$ cat src/rtl/mux4_way_merge_if.sv
// Four-source merge bus: four valid/ready source channels and one registered
// sink port with a source tag and an accepted-beat counter.
interface mux4_way_merge_if #(
   parameter int WIDTH = 8
);
   logic [WIDTH-1:0] X1, X2, X3, X4;
   logic             V1, V2, V3, V4;
   logic             R1, R2, R3, R4;
   logic [WIDTH-1:0] OUT;
   logic [1:0]       s;
   logic             VALID;
   logic             READY;
   logic [15:0]      COUNT;

   // Merge block view
   modport slave (
      input  X1, X2, X3, X4, V1, V2, V3, V4, READY,
      output R1, R2, R3, R4, OUT, s, VALID, COUNT
   );

   // Sources and sink view
   modport master (
      output X1, X2, X3, X4, V1, V2, V3, V4, READY,
      input  R1, R2, R3, R4, OUT, s, VALID, COUNT
   );
endinterface

$ cat src/rtl/mux4_way_merge.sv
// Round-robin merge of four valid/ready sources into one registered output
// slot. A new beat may be loaded whenever the slot is empty or is being
// drained this cycle, giving one beat per cycle at full throughput.
module mux4_way_merge #(
   parameter int WIDTH = 8
) (
   input  logic                 clk,
   input  logic                 rst_n,
   mux4_way_merge_if.slave      bus
);

   logic [WIDTH-1:0] out_q;
   logic [1:0]       s_q;
   logic             valid_q;
   logic [1:0]       ptr_q;
   logic [15:0]      count_q;

   logic [WIDTH-1:0] x_vec [4];
   logic [3:0]       v_vec;
   logic             free;
   logic             found;
   logic [1:0]       grant_d;
   logic [3:0]       r_vec;
   logic             src_fire;

   assign x_vec[0] = bus.X1;
   assign x_vec[1] = bus.X2;
   assign x_vec[2] = bus.X3;
   assign x_vec[3] = bus.X4;
   assign v_vec    = {bus.V4, bus.V3, bus.V2, bus.V1};

   assign free = !valid_q || bus.READY;

   // Search the valids starting one past the last granted channel, wrapping
   always_comb begin
      logic [1:0] idx;
      found   = 1'b0;
      grant_d = 2'd0;
      idx     = 2'd0;
      for (int i = 1; i <= 4; i++) begin
         idx = ptr_q + 2'(i);
         if (!found && v_vec[idx]) begin
            found   = 1'b1;
            grant_d = idx;
         end
      end
   end

   // Ready only to the winner, and never while reset is held
   assign src_fire = rst_n && free && found;

   always_comb begin
      r_vec = 4'b0000;
      if (src_fire) r_vec[grant_d] = 1'b1;
   end

   assign bus.R1    = r_vec[0];
   assign bus.R2    = r_vec[1];
   assign bus.R3    = r_vec[2];
   assign bus.R4    = r_vec[3];
   assign bus.OUT   = out_q;
   assign bus.s     = s_q;
   assign bus.VALID = valid_q;
   assign bus.COUNT = count_q;

   // Output slot: load on source transfer, empty on drain-only, else hold.
   // ptr resets to channel 4 so the first search begins at channel 1.
   always_ff @(posedge clk or negedge rst_n) begin
      if (!rst_n) begin
         out_q   <= '0;
         s_q     <= 2'd0;
         valid_q <= 1'b0;
         ptr_q   <= 2'd3;
         count_q <= 16'd0;
      end else if (src_fire) begin
         out_q   <= x_vec[grant_d];
         s_q     <= grant_d;
         valid_q <= 1'b1;
         ptr_q   <= grant_d;
         count_q <= count_q + 16'd1;
      end else if (valid_q && bus.READY) begin
         valid_q <= 1'b0;
      end
   end

endmodule

$ cat src/flat_wrapper.sv
// flat-port wrapper written by rule: the top's interface ports become plain ports
module mux4_way_merge_flat 
#(
   parameter int WIDTH = 8
)
  (clk, rst_n, bus_X1, bus_X2, bus_X3, bus_X4, bus_V1, bus_V2, bus_V3, bus_V4, bus_READY, bus_R1, bus_R2, bus_R3, bus_R4, bus_OUT, bus_s, bus_VALID, bus_COUNT);
  mux4_way_merge_if #(.WIDTH(WIDTH)) bus_i ();
  input  logic clk;
  input  logic rst_n;
  input wire logic [$bits(bus_i.X1)-1:0] bus_X1;
  input wire logic [$bits(bus_i.X2)-1:0] bus_X2;
  input wire logic [$bits(bus_i.X3)-1:0] bus_X3;
  input wire logic [$bits(bus_i.X4)-1:0] bus_X4;
  input wire logic [$bits(bus_i.V1)-1:0] bus_V1;
  input wire logic [$bits(bus_i.V2)-1:0] bus_V2;
  input wire logic [$bits(bus_i.V3)-1:0] bus_V3;
  input wire logic [$bits(bus_i.V4)-1:0] bus_V4;
  input wire logic [$bits(bus_i.READY)-1:0] bus_READY;
  output wire logic [$bits(bus_i.R1)-1:0] bus_R1;
  output wire logic [$bits(bus_i.R2)-1:0] bus_R2;
  output wire logic [$bits(bus_i.R3)-1:0] bus_R3;
  output wire logic [$bits(bus_i.R4)-1:0] bus_R4;
  output wire logic [$bits(bus_i.OUT)-1:0] bus_OUT;
  output wire logic [$bits(bus_i.s)-1:0] bus_s;
  output wire logic [$bits(bus_i.VALID)-1:0] bus_VALID;
  output wire logic [$bits(bus_i.COUNT)-1:0] bus_COUNT;
  assign bus_i.X1 = bus_X1;
  assign bus_i.X2 = bus_X2;
  assign bus_i.X3 = bus_X3;
  assign bus_i.X4 = bus_X4;
  assign bus_i.V1 = bus_V1;
  assign bus_i.V2 = bus_V2;
  assign bus_i.V3 = bus_V3;
  assign bus_i.V4 = bus_V4;
  assign bus_i.READY = bus_READY;
  assign bus_R1 = bus_i.R1;
  assign bus_R2 = bus_i.R2;
  assign bus_R3 = bus_i.R3;
  assign bus_R4 = bus_i.R4;
  assign bus_OUT = bus_i.OUT;
  assign bus_s = bus_i.s;
  assign bus_VALID = bus_i.VALID;
  assign bus_COUNT = bus_i.COUNT;
  mux4_way_merge #(.WIDTH(WIDTH)) u_core (.clk(clk), .rst_n(rst_n), .bus(bus_i));
endmodule
$ cat config.mk
export PLATFORM = sky130hd
export DESIGN_NAME = mux4_way_merge_flat
export DESIGN_NICKNAME = d
export VERILOG_FILES = /design/src/rtl/mux4_way_merge_if.sv /design/src/rtl/mux4_way_merge.sv /design/src/flat_wrapper.sv
export SDC_FILE = /design/constraint.sdc
export NUM_CORES = 1
export LEC_CHECK = 0
export CELL_PAD_IN_SITES_DETAIL_PLACEMENT = 0
export CELL_PAD_IN_SITES_GLOBAL_PLACEMENT = 1
export CORE_AREA = 2 2 73 75
export DETAILED_ROUTE_END_ITERATION = 12
export DIE_AREA = 0 0 75 77
export PLACE_DENSITY = 0.79
export SYNTH_ARGS = -nofsm -noshare
export SYNTH_HDL_FRONTEND = slang
export SYNTH_SLANG_ARGS = --single-unit
$ cat constraint.sdc
create_clock -name clk -period 6.1 [get_ports clk]
set_input_delay 0.61 -clock clk [delete_from_list [all_inputs] [get_ports clk]]
set_output_delay 0.61 -clock clk [all_outputs]
set_load 0.02 [all_outputs]
Word level (Yosys, flattened, before mapping)
Index checks and enable logic that the tools add are counted.
Widths: inputs -> output; s select.
{"block": "op_classes", "addsub": 4, "magnitude_cmp": 7, "muxes": 24, "bitwise_logic": 1, "n_reduce_logical": 13}
{"cell": "$add 16x1->16 const B", "count": 1}
{"cell": "$bmux 8 s2", "count": 1}
{"cell": "$mux 8", "count": 2}
{"cell": "$lt 2x3->1 const B", "count": 5}
{"cell": "$mux 1", "count": 11}
{"cell": "$bmux 1 s2", "count": 4}
{"cell": "$mux 2", "count": 4}
{"cell": "$logic_and 1x1->1", "count": 7}
{"cell": "$add 2x2->2 const B", "count": 2}
{"cell": "$logic_not 1->1", "count": 4}
{"cell": "$mux 4", "count": 1}
{"cell": "$ge 3x3->1 const B", "count": 1}
{"cell": "$not 2->3", "count": 1}
{"cell": "$add 2x1->2 const B", "count": 1}
{"cell": "$demux 1 s2", "count": 1}
{"cell": "$ge 2x1->1 const B", "count": 1}
{"cell": "$reduce_bool 2->1", "count": 1}
{"cell": "$logic_or 1x1->1", "count": 1}
{"block": "word_totals", "regBits": 29, "in_bits": 39, "out_inout_bits": 31}

Depth between registers and ports, before layout
Gate-level depths: netlist of the first run.
{"block": "depth", "word_depth": 18, "mapped_depth": 7, "ltp_nobuf": 5}

Worst setup path before layout of the first run
Ideal clock, no wire load.
{"block": "synth_path", "path_type": "in2out", "startpoint": "input port bus_V4", "endpoint": "output port bus_R1", "arrival_time_ns": 1.873, "required_time_ns": 5.490, "slack_ns": 3.617, "stages": 6, "n_path_buf": 2, "cell_sequence": "nor2b_1 > a21oi_1 > o221ai_2 > buf_4 > buf_4 > nor3_1"}
{"block": "synth_between", "elab_chain_len": 17, "word_cells_on_any_way": 29}
{"item": "start, declared", "line": "flat_wrapper.sv:17", "rtl": "input wire logic [$bits(bus_i.V4)-1:0] bus_V4;"}
{"item": "$bmux 1 s2", "line": "mux4_way_merge.sv:42", "rtl": "if (!found && v_vec[idx]) begin"}
{"item": "$mux 1 (not written as such)", "line": "mux4_way_merge.sv:42"}
{"item": "$mux 1", "line": "mux4_way_merge.sv:42"}
{"item": "$logic_not 1->1", "line": "mux4_way_merge.sv:42"}
{"item": "$logic_and 1x1->1", "line": "mux4_way_merge.sv:42"}
{"item": "$mux 1", "line": "mux4_way_merge.sv:42"}
{"item": "$logic_not 1->1", "line": "mux4_way_merge.sv:42"}
{"item": "$logic_and 1x1->1", "line": "mux4_way_merge.sv:42"}
{"item": "$mux 1", "line": "mux4_way_merge.sv:42"}
{"item": "$logic_not 1->1", "line": "mux4_way_merge.sv:42"}
{"item": "$logic_and 1x1->1", "line": "mux4_way_merge.sv:42"}
{"item": "$mux 2", "line": "mux4_way_merge.sv:42"}
{"item": "$lt 2x3->1 (not written as such) or $ge 2x1->1 (tied branches)", "line": "mux4_way_merge.sv:54", "rtl": "if (src_fire) r_vec[grant_d] = 1'b1;"}
{"item": "$logic_and 1x1->1 (not written as such)", "line": "mux4_way_merge.sv:54"}
{"item": "$mux 1 (not written as such)", "line": "mux4_way_merge.sv:54"}
{"item": "$demux 1 s2"}
{"item": "$mux 4 (*)", "line": "mux4_way_merge.sv:54"}
{"item": "end, declared", "line": "flat_wrapper.sv:19", "rtl": "output wire logic [$bits(bus_i.R1)-1:0] bus_R1;"}
Mark *: on every way between the ends. The rest lies on a longest branch, timed or not. The select of a mux whose other input is x is not followed.

Worst setup path in the final report of the first run
{"block": "layout_path", "startpoint": "input port rst_n", "endpoint": "output port bus_R4"}
{"block": "layout_between", "elab_chain_len": 3}
{"item": "start, declared", "line": "flat_wrapper.sv:9", "rtl": "input logic rst_n;"}
{"item": "$logic_and 1x1->1 (2 in a row)", "line": "mux4_way_merge.sv:50", "rtl": "assign src_fire = rst_n && free && found;"}
{"item": "$mux 4", "line": "mux4_way_merge.sv:54"}
{"item": "end, declared", "line": "flat_wrapper.sv:22", "rtl": "output wire logic [$bits(bus_i.R4)-1:0] bus_R4;"}
Every way passes these cells.

==> results.sh, run 1 <==
export IMPL_status="complete, no violations"
export IMPL_synthSimpleGateAreaFrac=0.208
export IMPL_vias=1386
export IMPL_drt_initial_drc_count=59
export IMPL_timing_critical_path_to_type="primary output"
export IMPL_final_cells=294
export IMPL_syn_to_final_growth_pct=52.5
export IMPL_pin_count=70
export IMPL_netlist_area_sq_mm=0.00159
export IMPL_peakVddDrop_mv=0.186
export IMPL_r2r_setup_slack_ns=3.89
export IMPL_synth_edf_count=0
export IMPL_critPathKind="in2out"
export IMPL_fin_crit_ns=3.98
export IMPL_dr_pass1_iters=6
export IMPL_muxShareOfSynthArea=0.114
export IMPL_drv_slew=0
export IMPL_power_density_mw_per_mm2=305
export IMPL_drive_above_1_share=0.0893
export IMPL_fmax_mhz=251
export IMPL_synth_fa_ha_area_frac=0.00789
export IMPL_worstMarginPinSlew_ns=0.662
export IMPL_vias_per_cell=4.71
export IMPL_synthTopCellsByCount="27 x dfrtp_1, 22 x nand3_1, 14 x xnor2_1"
export IMPL_grtUsageTotal=0.143
export IMPL_worstSetupStartpointType="input port"
export IMPL_fin_crit_sh=0.652
export IMPL_antenna_cells=0
export IMPL_dp_hpwl_um=3010
export IMPL_coreArea_sq_mm=0.00498
export IMPL_numClockSinks=29
export IMPL_setup_violations=0
export IMPL_cts_repair_resized=0
export IMPL_synth_xor_area_share=0.0829
export IMPL_path_clk_slew_ns=0.07
export IMPL_std_cell_rows=26
export IMPL_hold_viol_final=0
export IMPL_ys_types=32
export IMPL_port_buffers=69
export IMPL_synth_avg_cell_area_sq_um=10.4
export IMPL_htreeDepth=2
export IMPL_cap_violations=0
export IMPL_timing_rr_start="u_core.ptr_q[1]"
export IMPL_antenna_found_initial=0
export IMPL_r2r_end="u_core.bus.OUT[6]"
export IMPL_ctsRootBufferMaster="clkbuf_8"
export IMPL_synthArstFlopShare=1.00
export IMPL_worstHoldStart="u_core.bus.COUNT[15]"
export IMPL_synth_nets=192
export IMPL_finalSetupTns_ns=0
export IMPL_first_global_vias=1321
export IMPL_die_w_um=75
export IMPL_grt_overflow=0
export IMPL_synth_compound_area_frac=0.0892
export IMPL_ys_seq_elements=29
export IMPL_r2r_cells=6
export IMPL_regArea_sq_um=728
export IMPL_final_nets=263
export IMPL_yosysTopAreaCell="dfrtp_1"
export IMPL_grt_pass1_wl_um=6420
export IMPL_gp_congestion=0.735
export IMPL_cp_required_ns=5.49
export IMPL_fill_cells=466
export IMPL_clock_skew_final_ns=0.00783
export IMPL_holdPathStages=1
export IMPL_whs_endpoint="u_core.bus.COUNT[15]"
export IMPL_syn_inst=152
export IMPL_cts_path_max_buffers=2
export IMPL_hold_buffers=0
export IMPL_dieArea_sq_mm=0.00578
export IMPL_slew_limit_headroom=0.557
export IMPL_rsz0062_at_grt="false"
export IMPL_synth_top_area_frac=0.426
export IMPL_place_inst=286
export IMPL_start_util=0.319
export IMPL_synth_seq_area_share=0.459
export IMPL_synth_top_family_by_area="simple AND/OR/NAND/NOR gates"
export IMPL_insertion_delay_ns=0.28
export IMPL_drt_total_wl_um=3990
export IMPL_critPathArrivalTime_ns=3.37
export IMPL_ys_flop_type="dfrtp_1"
export IMPL_cts_setup_buffers=0
export IMPL_yosysMostFrequentCell="dfrtp_1"
export IMPL_multiInputGateArea_sq_um=795
export IMPL_leakage_nw=1.00
export IMPL_wl_per_cell_um=13.6
export IMPL_synthTopCellsByArea="dfrtp_1 43%, xnor2_1 7.7%, nand3_1 6.9%"
export IMPL_cts_tree="built"
export IMPL_cts_made_buffers=5
export IMPL_ant_nets=0
export IMPL_die_h_um=77
export IMPL_synth_warnings=0
export IMPL_grt_max_degree=31
export IMPL_route_detailed_drc=0
export IMPL_hold_class="reg2reg"
export IMPL_path_max_fanout=30
## logic make-up (layout without fill, tap and decap cells)
family | Yosys count | after routing
simple gates | 65 | 65
xor+xnor | 15 | 15
buf+inv | 10 | 82
compound gates | 15 | 15
flops | 29 | 29
fa+ha+maj | 1 | 1
mux | 17 | 17
## layout make-up
cell class,instances,share of cell area
Clock buffer,5,0.0285
Clock inverter,3,0.00725
Multi-Input combinational cell,113,0.329
Tap cell,70,0.0362
Timing Repair Buffer,72,0.295
Inverter,2,0.00311
Sequential cell,29,0.301
## where the power goes
| group | total, mW | internal [mW] | switching, mW |
|---|---|---|---|
| Combinational | 0.305 | 0.156 | 0.149 |
| Clock | 0.153 | 0.0785 | 0.0742 |
| Sequential | 0.280 | 0.238 | 0.0420 |
| Total | 0.738 | 0.472 | 0.266 |
## per-layer routing
| layer | wire (um) | up-vias | GRT usage |
|---|---|---|---|
| met2 | 1900 | 45 | 0.214 |
| met5 | 0 | - | 0 |
| li1 | - | 691 | - |
| met1 | 1790 | 645 | 0.198 |
| met3 | 250 | 5 | 0.0460 |
| met4 | 42 | 0 | 0.0375 |
## worst max path at each step
stage,from,to,slack (ns),cells after the start
floorplan,bus_V4,bus_R1,3.62,6
global placement,rst_n,bus_R4,2.19,7
detailed placement,rst_n,bus_R4,2.09,7
CTS,rst_n,bus_R4,2.09,7
global route,rst_n,bus_R4,1.87,7
finish,rst_n,bus_R4,2.12,7
## layout by cell type, fill, tap and decap left out, types with 2 or more instances in the layout
cell type and instances:
nand2b_1 4, and2_1 3, mux2i_1 9, and3_1 4, nand2_1 13, clkdlybuf4s50_1 69
mux2_2 4, nand4_1 4, nor2_1 10, mux2_1 4, a221o_1 8, clkbuf_8 5
dfrtp_1 27, xnor2_1 14, a21o_1 2, buf_4 3, clkinv_2 2, nand3_1 22
inv_1 2, dfstp_2 2
## stage by stage
stage / utilization / total power, mW / cell area (sq um) / hold slack [ns] / setup WS [ns]
2_1_floorplan: - / 0.445 / 1590 / 0.314 / 3.62
3_3_place_gp: 0.468 / 0.590 / 2330 / 0.462 / 2.19
3_5_place_dp: 0.468 / 0.591 / 2330 / 0.464 / 2.09
4_1_cts: 0.486 / 0.748 / 2420 / 0.477 / 2.09
5_1_grt: 0.486 / 0.781 / 2420 / 0.481 / 1.87
6_report: 0.486 / 0.738 / 2420 / 0.468 / 2.12
## critical path, stage by stage
cell,delay [ns]
clkdlybuf4s50_1,0.45
buf_4,0.34
o41a_1,0.25
nand2_1,0.37
nor2_1,0.52
and2_1,0.20
clkdlybuf4s50_1,0.60
## sequential cells by signal (all words and copies together), names as in the netlist
name / flops
u_core.ptr_q: 2
u_core.bus.COUNT: 16
u_core.bus.s: 2
u_core.bus.VALID: 1
u_core.bus.OUT: 8
(Power assumes the default switching activity.)
==> run 2: changes to the inputs <==
- CORE_AREA: 2 2 73 75 -> 2 2 75 77
- DIE_AREA: 0 0 75 77 -> 0 0 77 79
- PLACE_DENSITY: 0.79 -> 0.75
- clock period: 6.1 -> 4 ns (I/O delays scaled with it)
==> results.sh, run 2 (synthesis results as in run 1) <==
export IMPL_ctsRootBufferMaster="clkbuf_8"
export IMPL_ant_nets=0
export IMPL_critPathArrivalTime_ns=2.64
export IMPL_cts_path_max_buffers=2
export IMPL_crit_family="buffers and inverters"
export IMPL_die_w_um=77
export IMPL_cts_made_buffers=5
export IMPL_pin_count=70
export IMPL_critPathKind="in2out"
export IMPL_worstMarginPinSlew_ns=0.722
export IMPL_drt_initial_drc_count=30
export IMPL_std_cell_rows=27
export IMPL_power_density_mw_per_mm2=462
export IMPL_timing_critical_path_to_type="primary output"
export IMPL_fin_crit_sh=0.759
export IMPL_holdPathStages=2
export IMPL_power_mw=1.12
export IMPL_leakage_nw=1.00
export IMPL_insertion_delay_ns=0.28
export IMPL_cts_tree="built"
export IMPL_r2r_cells=6
export IMPL_numClockSinks=29
export IMPL_finalSetupTns_ns=0
export IMPL_die_h_um=79
export IMPL_status="complete, no violations"
export IMPL_first_global_vias=1374
export IMPL_hold_viol_final=0
export IMPL_worstSetupStartpointType="input port"
export IMPL_grt_pass1_wl_um=6790
export IMPL_antenna_cells=0
export IMPL_cp_slowest_cell="clkdlybuf4s50_1"
export IMPL_antenna_found_initial=0
export IMPL_hold_buffers=0
export IMPL_fill_cells=561
export IMPL_final_common_cell="clkdlybuf4s50_1"
export IMPL_mostFrequentLayoutCells="69 x clkdlybuf4s50_1, 27 x dfrtp_1, 22 x nand3_1"
export IMPL_grt_overflow=0
export IMPL_start_util=0.297
export IMPL_fin_crit_ns=3.04
export IMPL_cp_required_ns=3.60
export IMPL_path_max_fanout=12
export IMPL_path_clk_slew_ns=0.06
export IMPL_hold_class="reg2reg"
export IMPL_path_buf_inv=2
export IMPL_setup_violations=0
export IMPL_cts_setup_buffers=0
export IMPL_dp_hpwl_um=3100
export IMPL_final_nets=264
export IMPL_path_common_cell="clkdlybuf4s50_1"
export IMPL_slew_limit_headroom=0.519
export IMPL_dr_pass1_iters=4
export IMPL_vias_per_cell=4.72
export IMPL_dieArea_sq_mm=0.00608
export IMPL_cap_violations=0
export IMPL_drive_above_1_share=0.0800
export IMPL_syn_to_final_growth_pct=52.7
export IMPL_vias=1401
export IMPL_gp_congestion=0.712
export IMPL_fmax_mhz=329
export IMPL_cts_repair_resized=0
export IMPL_grt_max_degree=30
export IMPL_rsz0062_at_grt="false"
export IMPL_drv_slew=0
export IMPL_wl_per_cell_um=14.0
export IMPL_htreeDepth=2
export IMPL_peakVddDrop_mv=0.274
export IMPL_crit_chain="clkdlybuf4s50_1 -> nor2b_1 -> a21oi_1 -> o221ai_2 -> and2_1 -> clkdlybuf4s50_1"
export IMPL_slowest_delay_ns=0.60
export IMPL_coreArea_sq_mm=0.00534
export IMPL_largest_reg_flops=16
export IMPL_clock_skew_final_ns=0.00313
export IMPL_route_detailed_drc=0
export IMPL_port_buffers=69
export IMPL_crit_cells=6
export IMPL_drt_total_wl_um=4160
export IMPL_grtUsageTotal=0.144
run 2: cell types whose count changed in the layout (fill, tap and decap cells not counted):
cell,delta
clkbuf_1,+3
clkinv_2,-2
buf_4,+1
clkinvlp_4,-1
run 2: power breakdown:
part	total, mW	leakage (nW)	switching (mW)	internal [mW]
Sequential	0.426	0.369	0.0621	0.364
Combinational	0.468	0.595	0.229	0.239
Clock	0.226	0.0395	0.103	0.123
run 2: per-stage QoR:
| stage | utilization | hold WS, ns | area [sq um] | worst slack (ns) | std cells |
|---|---|---|---|---|---|
| after floorplan | - | 0.104 | 1590 | 1.82 | 152 |
| after global placement | 0.439 | 0.463 | 2340 | 0.954 | 289 |
| after detailed placement | 0.439 | 0.465 | 2340 | 0.928 | 289 |
| after CTS | 0.454 | 0.480 | 2420 | 0.923 | 297 |
| after global routing | 0.454 | 0.515 | 2420 | 0.805 | 297 |
| final | 0.454 | 0.472 | 2420 | 0.965 | 297 |
run 2: layer usage:
| metal | share of wire | global-route usage | vias to the layer above |
|---|---|---|---|
| met5 | 0 | 0 | - |
| met4 | 0.016 | 0.0536 | 0 |
| met1 | 0.47 | 0.198 | 661 |
| met3 | 0.058 | 0.0455 | 6 |
| li1 | - | - | 690 |
| met2 | 0.46 | 0.211 | 44 |
run 2: path summary, 6_finish.rpt:
path,startpoint,to,slack (ns)
worst max-delay path,bus_V4,bus_R4,0.96
worst min-delay path,u_core.bus.s[1],u_core.bus.s[1],0.47
worst max register to register,u_core.ptr_q[1],u_core.bus.OUT[0],1.52
worst min register to register,u_core.bus.s[1],u_core.bus.s[1],0.47
max in group asynchronous,rst_n,u_core.ptr_q[0],3.10
min in group asynchronous,rst_n,u_core.bus.COUNT[9],0.59
run 2: cell type report:
class | count | area, sq um | share of cell area
inverters | 2 | 7.51 | 0.00310
well taps | 72 | 90.1 | 0.0372
multi-input cells | 113 | 795 | 0.328
repair buffers | 73 | 721 | 0.298
clock buffers | 8 | 80.1 | 0.0331
flip-flops and latches | 29 | 728 | 0.301
run 2: worst min-delay path: stages (launching register included):
cell	delay [ns]
dfrtp_1	0.34
nand2_1	0.05
nand2_1	0.05
